$ cat config.mk
export PLATFORM = sky130hd
export DESIGN_NAME = axis_rr_packet_arbiter_flat
export DESIGN_NICKNAME = d
export VERILOG_FILES = /design/src/rtl/axis_arb_pkg.sv /design/src/rtl/axis_rr_packet_arbiter_if.sv /design/src/rtl/axis_arb_rr_picker.sv /design/src/rtl/axis_rr_packet_arbiter.sv /design/src/flat_wrapper.sv
export SDC_FILE = /design/constraint.sdc
export NUM_CORES = 1
export LEC_CHECK = 0
export ABC_CLOCK_PERIOD_IN_PS = 3200
export CORE_ASPECT_RATIO = 0.7
export CORE_UTILIZATION = 30
export DETAILED_ROUTE_END_ITERATION = 6
export PLACE_DENSITY_LB_ADDON = 0.15
export SKIP_LAST_GASP = 1
export SLEW_MARGIN = 10
export SYNTH_ARGS = -nofsm -noshare
export SYNTH_HDL_FRONTEND = slang
export SYNTH_SLANG_ARGS = --single-unit
$ cat constraint.sdc
create_clock -name clk -period 3.2 [get_ports clk]
set_input_delay 0.48 -clock clk [delete_from_list [all_inputs] [get_ports clk]]
set_output_delay 0.48 -clock clk [all_outputs]
set_load 0.02 [all_outputs]
$ cat src/rtl/axis_arb_pkg.sv
// Shared types and the round-robin search for axis_rr_packet_arbiter.
// Optional feature macro used by the arbiter: AXIS_ARB_TID_EN.
package axis_arb_pkg;

  typedef enum logic {ARB_IDLE, ARB_BUSY} arb_state_t;

  localparam int unsigned ARB_MAX_PORTS = 16;
  localparam int unsigned ARB_PICK_W    = 4;

  typedef struct packed {
    logic                  found;
    logic [ARB_PICK_W-1:0] idx;
  } rr_pick_t;

  // Rotate so last_grant+1 sits at bit 0, take the lowest set bit, then
  // rotate the winning position back into a port index.
  function automatic rr_pick_t rr_pick(input logic [ARB_MAX_PORTS-1:0] valid,
                                       input logic [ARB_PICK_W-1:0]    last_grant,
                                       input int unsigned              num_ports);
    logic [ARB_MAX_PORTS-1:0] rot;
    rr_pick_t                 res;
    int unsigned              j;
    int unsigned              k;
    rot = '0;
    res = '0;
    k   = 0;
    for (int unsigned i = 0; i < ARB_MAX_PORTS; i++) begin
      if (i < num_ports) begin
        j = 32'(last_grant) + 1 + i;
        if (j >= num_ports) j = j - num_ports;
        rot[i] = valid[j[ARB_PICK_W-1:0]];
      end
    end
    for (int unsigned i = ARB_MAX_PORTS; i > 0; i--) begin
      if ((i - 1 < num_ports) && rot[i-1]) begin
        res.found = 1'b1;
        k         = i - 1;
      end
    end
    j = 32'(last_grant) + 1 + k;
    if (j >= num_ports) j = j - num_ports;
    res.idx = j[ARB_PICK_W-1:0];
    return res;
  endfunction

endpackage

$ cat src/rtl/axis_rr_packet_arbiter_if.sv
// Bundled source/sink AXI-Stream signals of axis_rr_packet_arbiter.
// m_axis_tid is present only when AXIS_ARB_TID_EN is defined.
interface axis_rr_packet_arbiter_if #(
  parameter int unsigned DATA_WIDTH = 32,
  parameter int unsigned NUM_PORTS  = 4
);
  localparam int unsigned IDX_W  = $clog2(NUM_PORTS);
  localparam int unsigned KEEP_W = DATA_WIDTH / 8;

  logic [NUM_PORTS*DATA_WIDTH-1:0] s_axis_tdata;
  logic [NUM_PORTS*KEEP_W-1:0]     s_axis_tkeep;
  logic [NUM_PORTS-1:0]            s_axis_tvalid;
  logic [NUM_PORTS-1:0]            s_axis_tlast;
  logic [NUM_PORTS-1:0]            s_axis_tready;
  logic [DATA_WIDTH-1:0]           m_axis_tdata;
  logic [KEEP_W-1:0]               m_axis_tkeep;
  logic                            m_axis_tvalid;
  logic                            m_axis_tlast;
  logic                            m_axis_tready;
`ifdef AXIS_ARB_TID_EN
  logic [IDX_W-1:0]                m_axis_tid;

  modport slave (
    input  s_axis_tdata, s_axis_tkeep, s_axis_tvalid, s_axis_tlast, m_axis_tready,
    output s_axis_tready, m_axis_tdata, m_axis_tkeep, m_axis_tvalid, m_axis_tlast, m_axis_tid
  );
  modport master (
    output s_axis_tdata, s_axis_tkeep, s_axis_tvalid, s_axis_tlast, m_axis_tready,
    input  s_axis_tready, m_axis_tdata, m_axis_tkeep, m_axis_tvalid, m_axis_tlast, m_axis_tid
  );
`else
  modport slave (
    input  s_axis_tdata, s_axis_tkeep, s_axis_tvalid, s_axis_tlast, m_axis_tready,
    output s_axis_tready, m_axis_tdata, m_axis_tkeep, m_axis_tvalid, m_axis_tlast
  );
  modport master (
    output s_axis_tdata, s_axis_tkeep, s_axis_tvalid, s_axis_tlast, m_axis_tready,
    input  s_axis_tready, m_axis_tdata, m_axis_tkeep, m_axis_tvalid, m_axis_tlast
  );
`endif
endinterface

$ cat src/rtl/axis_arb_rr_picker.sv
// Combinational round-robin picker: first valid port after last_grant, wrapping.
module axis_arb_rr_picker
  import axis_arb_pkg::*;
#(
  parameter  int unsigned NUM_PORTS = 4,
  localparam int unsigned IDX_W     = $clog2(NUM_PORTS)
) (
  input  logic [NUM_PORTS-1:0] i_valid,
  input  logic [IDX_W-1:0]     i_last_grant,
  output logic                 o_found,
  output logic [IDX_W-1:0]     o_idx
);

  logic [ARB_MAX_PORTS-1:0] w_valid_pad;
  logic [ARB_PICK_W-1:0]    w_last_pad;
  logic [ARB_PICK_W-1:0]    w_idx_full;

  // Widen to the package's fixed search width, search, narrow the result.
  always_comb begin
    w_valid_pad                  = '0;
    w_valid_pad[NUM_PORTS-1:0]   = i_valid;
    w_last_pad                   = '0;
    w_last_pad[IDX_W-1:0]        = i_last_grant;
    {o_found, w_idx_full}        = rr_pick(w_valid_pad, w_last_pad, NUM_PORTS);
    o_idx                        = IDX_W'(w_idx_full);
  end

endmodule

$ cat src/rtl/axis_rr_packet_arbiter.sv
// Packet-level round-robin AXI-Stream arbiter with a single registered output slot.
// Define AXIS_ARB_TID_EN to add m_axis_tid (grant index registered with each beat).
module axis_rr_packet_arbiter
  import axis_arb_pkg::*;
#(
  parameter  int unsigned DATA_WIDTH = 32,
  parameter  int unsigned NUM_PORTS  = 4,
  localparam int unsigned IDX_W      = $clog2(NUM_PORTS),
  localparam int unsigned KEEP_W     = DATA_WIDTH / 8
) (
  input logic                     clk,
  input logic                     rst_n,
  axis_rr_packet_arbiter_if.slave bus
);

  arb_state_t             r_state, w_state_nxt;
  logic [IDX_W-1:0]       r_grant, w_grant_nxt;
  logic [IDX_W-1:0]       r_last_grant;
  logic                   w_pick_found;
  logic [IDX_W-1:0]       w_pick_idx;
  logic [NUM_PORTS-1:0]   w_ready;
  logic                   w_slot_free;
  logic                   w_accept;
  logic [DATA_WIDTH-1:0]  w_sel_data;
  logic [KEEP_W-1:0]      w_sel_keep;
  logic                   w_sel_valid;
  logic                   w_sel_last;
  logic [DATA_WIDTH-1:0]  r_tdata;
  logic [KEEP_W-1:0]      r_tkeep;
  logic                   r_tvalid;
  logic                   r_tlast;
`ifdef AXIS_ARB_TID_EN
  logic [IDX_W-1:0]       r_tid;
`endif

  axis_arb_rr_picker #(.NUM_PORTS(NUM_PORTS)) u_picker (
    .i_valid      (bus.s_axis_tvalid),
    .i_last_grant (r_last_grant),
    .o_found      (w_pick_found),
    .o_idx        (w_pick_idx)
  );

  assign w_slot_free = bus.m_axis_tready | ~r_tvalid;

  // Select the granted port's beat.
  always_comb begin
    w_sel_data  = bus.s_axis_tdata[int'(r_grant)*DATA_WIDTH +: DATA_WIDTH];
    w_sel_keep  = bus.s_axis_tkeep[int'(r_grant)*KEEP_W +: KEEP_W];
    w_sel_valid = bus.s_axis_tvalid[r_grant];
    w_sel_last  = bus.s_axis_tlast[r_grant];
  end

  // Next-state, grant capture and per-port ready.
  always_comb begin
    w_state_nxt = r_state;
    w_grant_nxt = r_grant;
    w_ready     = '0;
    w_accept    = 1'b0;
    case (r_state)
      ARB_IDLE: begin
        if (w_pick_found) begin
          w_state_nxt = ARB_BUSY;
          w_grant_nxt = w_pick_idx;
        end
      end
      ARB_BUSY: begin
        w_ready[r_grant] = w_slot_free;
        w_accept         = w_sel_valid & w_slot_free;
        if (w_accept && w_sel_last) w_state_nxt = ARB_IDLE;
      end
      default: w_state_nxt = ARB_IDLE;
    endcase
  end

  // State, grant and round-robin pointer registers.
  always_ff @(posedge clk) begin
    if (!rst_n) begin
      r_state      <= ARB_IDLE;
      r_grant      <= '0;
      r_last_grant <= IDX_W'(NUM_PORTS - 1);
    end else begin
      r_state <= w_state_nxt;
      r_grant <= w_grant_nxt;
      if (w_accept && w_sel_last) r_last_grant <= r_grant;
    end
  end

  // Output slot: load on accept, drop valid once drained with nothing new.
  always_ff @(posedge clk) begin
    if (!rst_n) begin
      r_tdata  <= '0;
      r_tkeep  <= '0;
      r_tvalid <= 1'b0;
      r_tlast  <= 1'b0;
`ifdef AXIS_ARB_TID_EN
      r_tid    <= '0;
`endif
    end else if (w_accept) begin
      r_tdata  <= w_sel_data;
      r_tkeep  <= w_sel_keep;
      r_tvalid <= 1'b1;
      r_tlast  <= w_sel_last;
`ifdef AXIS_ARB_TID_EN
      r_tid    <= r_grant;
`endif
    end else if (w_slot_free) begin
      r_tvalid <= 1'b0;
    end
  end

  assign bus.s_axis_tready = w_ready;
  assign bus.m_axis_tdata  = r_tdata;
  assign bus.m_axis_tkeep  = r_tkeep;
  assign bus.m_axis_tvalid = r_tvalid;
  assign bus.m_axis_tlast  = r_tlast;
`ifdef AXIS_ARB_TID_EN
  assign bus.m_axis_tid    = r_tid;
`endif

endmodule

$ cat src/flat_wrapper.sv
// flat-port wrapper written by rule: the top's interface ports become plain ports
module axis_rr_packet_arbiter_flat import axis_arb_pkg::*;
#(
  parameter  int unsigned DATA_WIDTH = 32,
  parameter  int unsigned NUM_PORTS  = 4,
  localparam int unsigned IDX_W      = $clog2(NUM_PORTS),
  localparam int unsigned KEEP_W     = DATA_WIDTH / 8
)
  (clk, rst_n, bus_s_axis_tdata, bus_s_axis_tkeep, bus_s_axis_tvalid, bus_s_axis_tlast, bus_m_axis_tready, bus_s_axis_tready, bus_m_axis_tdata, bus_m_axis_tkeep, bus_m_axis_tvalid, bus_m_axis_tlast);
  axis_rr_packet_arbiter_if #(.DATA_WIDTH(DATA_WIDTH), .NUM_PORTS(NUM_PORTS)) bus_i ();
  input logic clk;
  input logic rst_n;
  input wire logic [$bits(bus_i.s_axis_tdata)-1:0] bus_s_axis_tdata;
  input wire logic [$bits(bus_i.s_axis_tkeep)-1:0] bus_s_axis_tkeep;
  input wire logic [$bits(bus_i.s_axis_tvalid)-1:0] bus_s_axis_tvalid;
  input wire logic [$bits(bus_i.s_axis_tlast)-1:0] bus_s_axis_tlast;
  input wire logic [$bits(bus_i.m_axis_tready)-1:0] bus_m_axis_tready;
  output wire logic [$bits(bus_i.s_axis_tready)-1:0] bus_s_axis_tready;
  output wire logic [$bits(bus_i.m_axis_tdata)-1:0] bus_m_axis_tdata;
  output wire logic [$bits(bus_i.m_axis_tkeep)-1:0] bus_m_axis_tkeep;
  output wire logic [$bits(bus_i.m_axis_tvalid)-1:0] bus_m_axis_tvalid;
  output wire logic [$bits(bus_i.m_axis_tlast)-1:0] bus_m_axis_tlast;
  assign bus_i.s_axis_tdata = bus_s_axis_tdata;
  assign bus_i.s_axis_tkeep = bus_s_axis_tkeep;
  assign bus_i.s_axis_tvalid = bus_s_axis_tvalid;
  assign bus_i.s_axis_tlast = bus_s_axis_tlast;
  assign bus_i.m_axis_tready = bus_m_axis_tready;
  assign bus_s_axis_tready = bus_i.s_axis_tready;
  assign bus_m_axis_tdata = bus_i.m_axis_tdata;
  assign bus_m_axis_tkeep = bus_i.m_axis_tkeep;
  assign bus_m_axis_tvalid = bus_i.m_axis_tvalid;
  assign bus_m_axis_tlast = bus_i.m_axis_tlast;
  axis_rr_packet_arbiter #(.DATA_WIDTH(DATA_WIDTH), .NUM_PORTS(NUM_PORTS)) u_core (.clk(clk), .rst_n(rst_n), .bus(bus_i));
endmodule
==> results of run 1 <==
==> logic make-up after synthesis <==
group | count (synthesis)
and+or+nand+nor | 103
AOI/OAI and AO/OA | 52
muxes | 45
DFF | 43
buffers and inverters | 28
adders and majority gates | 4
xor gates and xnor gates | 1
==> metal layers <==
layer | part of all wire [%] | global-route usage (%)
met2 | 50 | 34.6
met4 | 0.74 | 4.37
met5 | 0 | 0
met3 | 9.3 | 5.94
met1 | 40 | 20.9
==> cell type report <==
| type | instances | area (um^2) | share of cell area (%) |
|---|---|---|---|
| clock buffers | 8 | 156 | 3.11 |
| well taps | 124 | 155 | 3.09 |
| inverters | 4 | 15.0 | 0.299 |
| flip-flops and latches | 43 | 863 | 17.2 |
| multi-input cells | 205 | 1830 | 36.4 |
| repair buffers | 202 | 2010 | 40.0 |
==> power breakdown <==
part           leakage, nW  internal [W]  switching [W]  total, W
clock               0.0772      0.000332       0.000202  0.000535
sequential           0.352      0.000649      0.0000971  0.000747
combinational         1.37      0.000819       0.000680   0.00150
total                 1.80       0.00180       0.000980   0.00278
==> tightest hold or removal path: cells and delay by family (launching register included) <==
| family | cells | cell delay [ps] |
|---|---|---|
| AO/OA/AOI/OAI | 1 | 50 |
| flip-flops | 1 | 310 |
| AND/OR/NAND/NOR | 1 | 50 |
==> state kept, by name, indices dropped and copies added, names as in the netlist <==
name                      count
u_core.r_last_grant           2
u_core.bus.m_axis_tvalid      1
u_core.r_grant                2
u_core.r_state                1
u_core.bus.m_axis_tdata      32
u_core.bus.m_axis_tkeep       4
u_core.bus.m_axis_tlast       1
==> path summary, 6_finish.rpt <==
path / startpoint / end / slack [ps] / cells after the start
worst max-delay path: u_core.r_last_grant[0] / u_core.r_grant[1] / 460 / 11
worst min-delay path: u_core.bus.m_axis_tdata[21] / u_core.bus.m_axis_tdata[21] / 450 / 2
worst min register to register: u_core.bus.m_axis_tdata[21] / u_core.bus.m_axis_tdata[21] / 450 / 2
worst max register to register: u_core.r_last_grant[0] / u_core.r_grant[1] / 460 / 11
==> per-stage QoR <==
| step | power [W] | setup slack (ps) | instance area, um^2 | instances |
|---|---|---|---|---|
| floorplan | 0.00176 | 582 | 2870 | 276 |
| global placement | 0.00226 | 557 | 4870 | 578 |
| detailed placement | 0.00228 | 441 | 4870 | 578 |
| CTS | 0.00283 | 485 | 5020 | 586 |
| global route | 0.00297 | 271 | 5020 | 586 |
| finish | 0.00278 | 462 | 5020 | 586 |
==> cells in the mapped netlist (2+ instances only) <==
cell type,count,area (um^2)
a21boi_0,7,52.6
a21boi_1,31,233
a31oi_1,2,12.5
and3_1,2,12.5
buf_2,8,40.0
buf_6,9,101
clkbuf_1,7,26.3
dfxtp_1,43,861
ha_1,4,50.1
inv_1,4,15.0
mux2i_1,5,50.1
mux4_2,39,878
nand2_1,86,323
nand2b_1,4,25.0
nor2_1,3,11.3
o21ai_0,3,15.0
o32ai_1,2,17.5
==> results.yml, run 1 <==
die:
  rows: 29
  fp.dieW_um: 119
  start_util_pct: 31.3
  die_height_um: 83.8
  ios: 197
  coreArea_um2: 9180
  dieArea_um2: 9970
pwr:
  p_per_area_nw_per_um2: 553
  leakage_nw: 1.80
  irDropWorstVdd_mv: 0.214
sta:
  max_freq_mhz: 365
  hold_ws_ps: 452
  setup_violations: 0
  tightestPinTransition_ps: 585
  relSlewSlack_pct: 61.0
  hold_violations: 0
  clock_skew_ps: 7.95
  fin_crit_sh_pct: 85.6
  fin_tns_setup_ps: 0
  maxSlewViolCount: 0
  min_period_ps: 2740
  rsz0062_at_grt: "false"
worst_setup_path:
  worstSetupPathType: "flip-flop to flip-flop"
  cp-start-kind: "flip-flop"
  path_delay_family: "adder cells"
  max_stage_delay_ps: 550
  crit_buf_inv: 1
  end_kind: "flip-flop"
  cp_cell_sequence: "inv_1 -> ha_1 -> mux4_2 -> o21a_1 -> o21ai_0 -> a31oi_1 -> ha_1 -> xor2_1 -> nand2b_1 -> o21ai_0 -> o31a_1"
  crit_required_ps: 3370
  critical_path.slowest_cell: "mux4_2"
  crit_path_max_fanout: 10
  crit_arrival_ps: 2910
route:
  first_pass_iters: 4
  avgRoutedWirePerCell_um: 15.6
  vias: 2854
  drt.antenna.violating_nets: 0
  via_per_inst: 4.87
  drc_errors: 0
  wirelength_um: 9140
  drt_iter0_markers: 82
layout:
  layout_commonest_cell: "clkdlybuf4s50_1"
  antenna_cells: 0
  drive_gt1_share_pct: 12.6
  n_fill_cell: 839
  syn2layout_area_growth_pct: 75.0
  nNetsFinal: 620
  final_util_pct: 54.7
  layout_common_cells: "clkdlybuf4s50_1 (196), nand2_1 (86), dfxtp_1 (41)"
cts:
  cts_buffer_depth: 2
  cts_tree: "yes"
  path_clk_slew_ps: 60
  insertion_delay_ps: 280
  cts-resized-gates: 0
  postCtsSetupBuffers: 0
  cts-root-buf: "clkbuf_16"
  cts_made_buffers: 5
  hold_buffers: 0
  cts.sinks: 43
  cts.htree.levels: 2
job:
  max_cap_viol_count: 0
synth:
  syn_area_um2: 2870
  synth_seq_cells: 43
  ys.flop_type: "dfxtp_1"
  synthMuxAreaShare_pct: 32.7
  synth-simple-area-share_pct: 15.5
  synth-compound-area-share_pct: 13.4
  synth_nets: 435
  synth_xor_area_share_pct: 0.305
  synthAdderAreaFrac_pct: 1.74
  synth_top_family_by_area: "multiplexers"
  ys_async_sr_fraction_pct: 0
  syn_area_per_cell_um2: 10.4
  yosys.cell_types.count: 34
  ys_seq_area_share_pct: 30.0
  synth_edf_count: 0
  syn_inst: 276
  yosys_warnings: 0
placement:
  io_buffers: 196
  gp_congestion: 0.743
  post-dp-hpwl_um: 7110
grt:
  track_usage_pct: 18.7
  grt_antenna_before_repair: 0
  gr-total-overflow: 0
  grt_start_max_net_pins: 39
  grt_first_pass_wirelength_um: 14600
  first_global_vias: 2894
min_path:
  hold_class: "flip-flop to flip-flop"
status:
  outcome: "finished clean"
(Power assumes the default switching activity.)
==> run 2: changes to the inputs <==
TNS_END_PERCENT = 10   (was unset)
==> results of run 2 <==
No change in the layout: final DEF, timing and power equal those of run 1.
==> run 3: changes to the inputs <==
GPL_ROUTABILITY_DRIVEN = 1   (was unset)
==> results of run 3 <==
No change in the layout: final DEF, timing and power equal those of run 1.
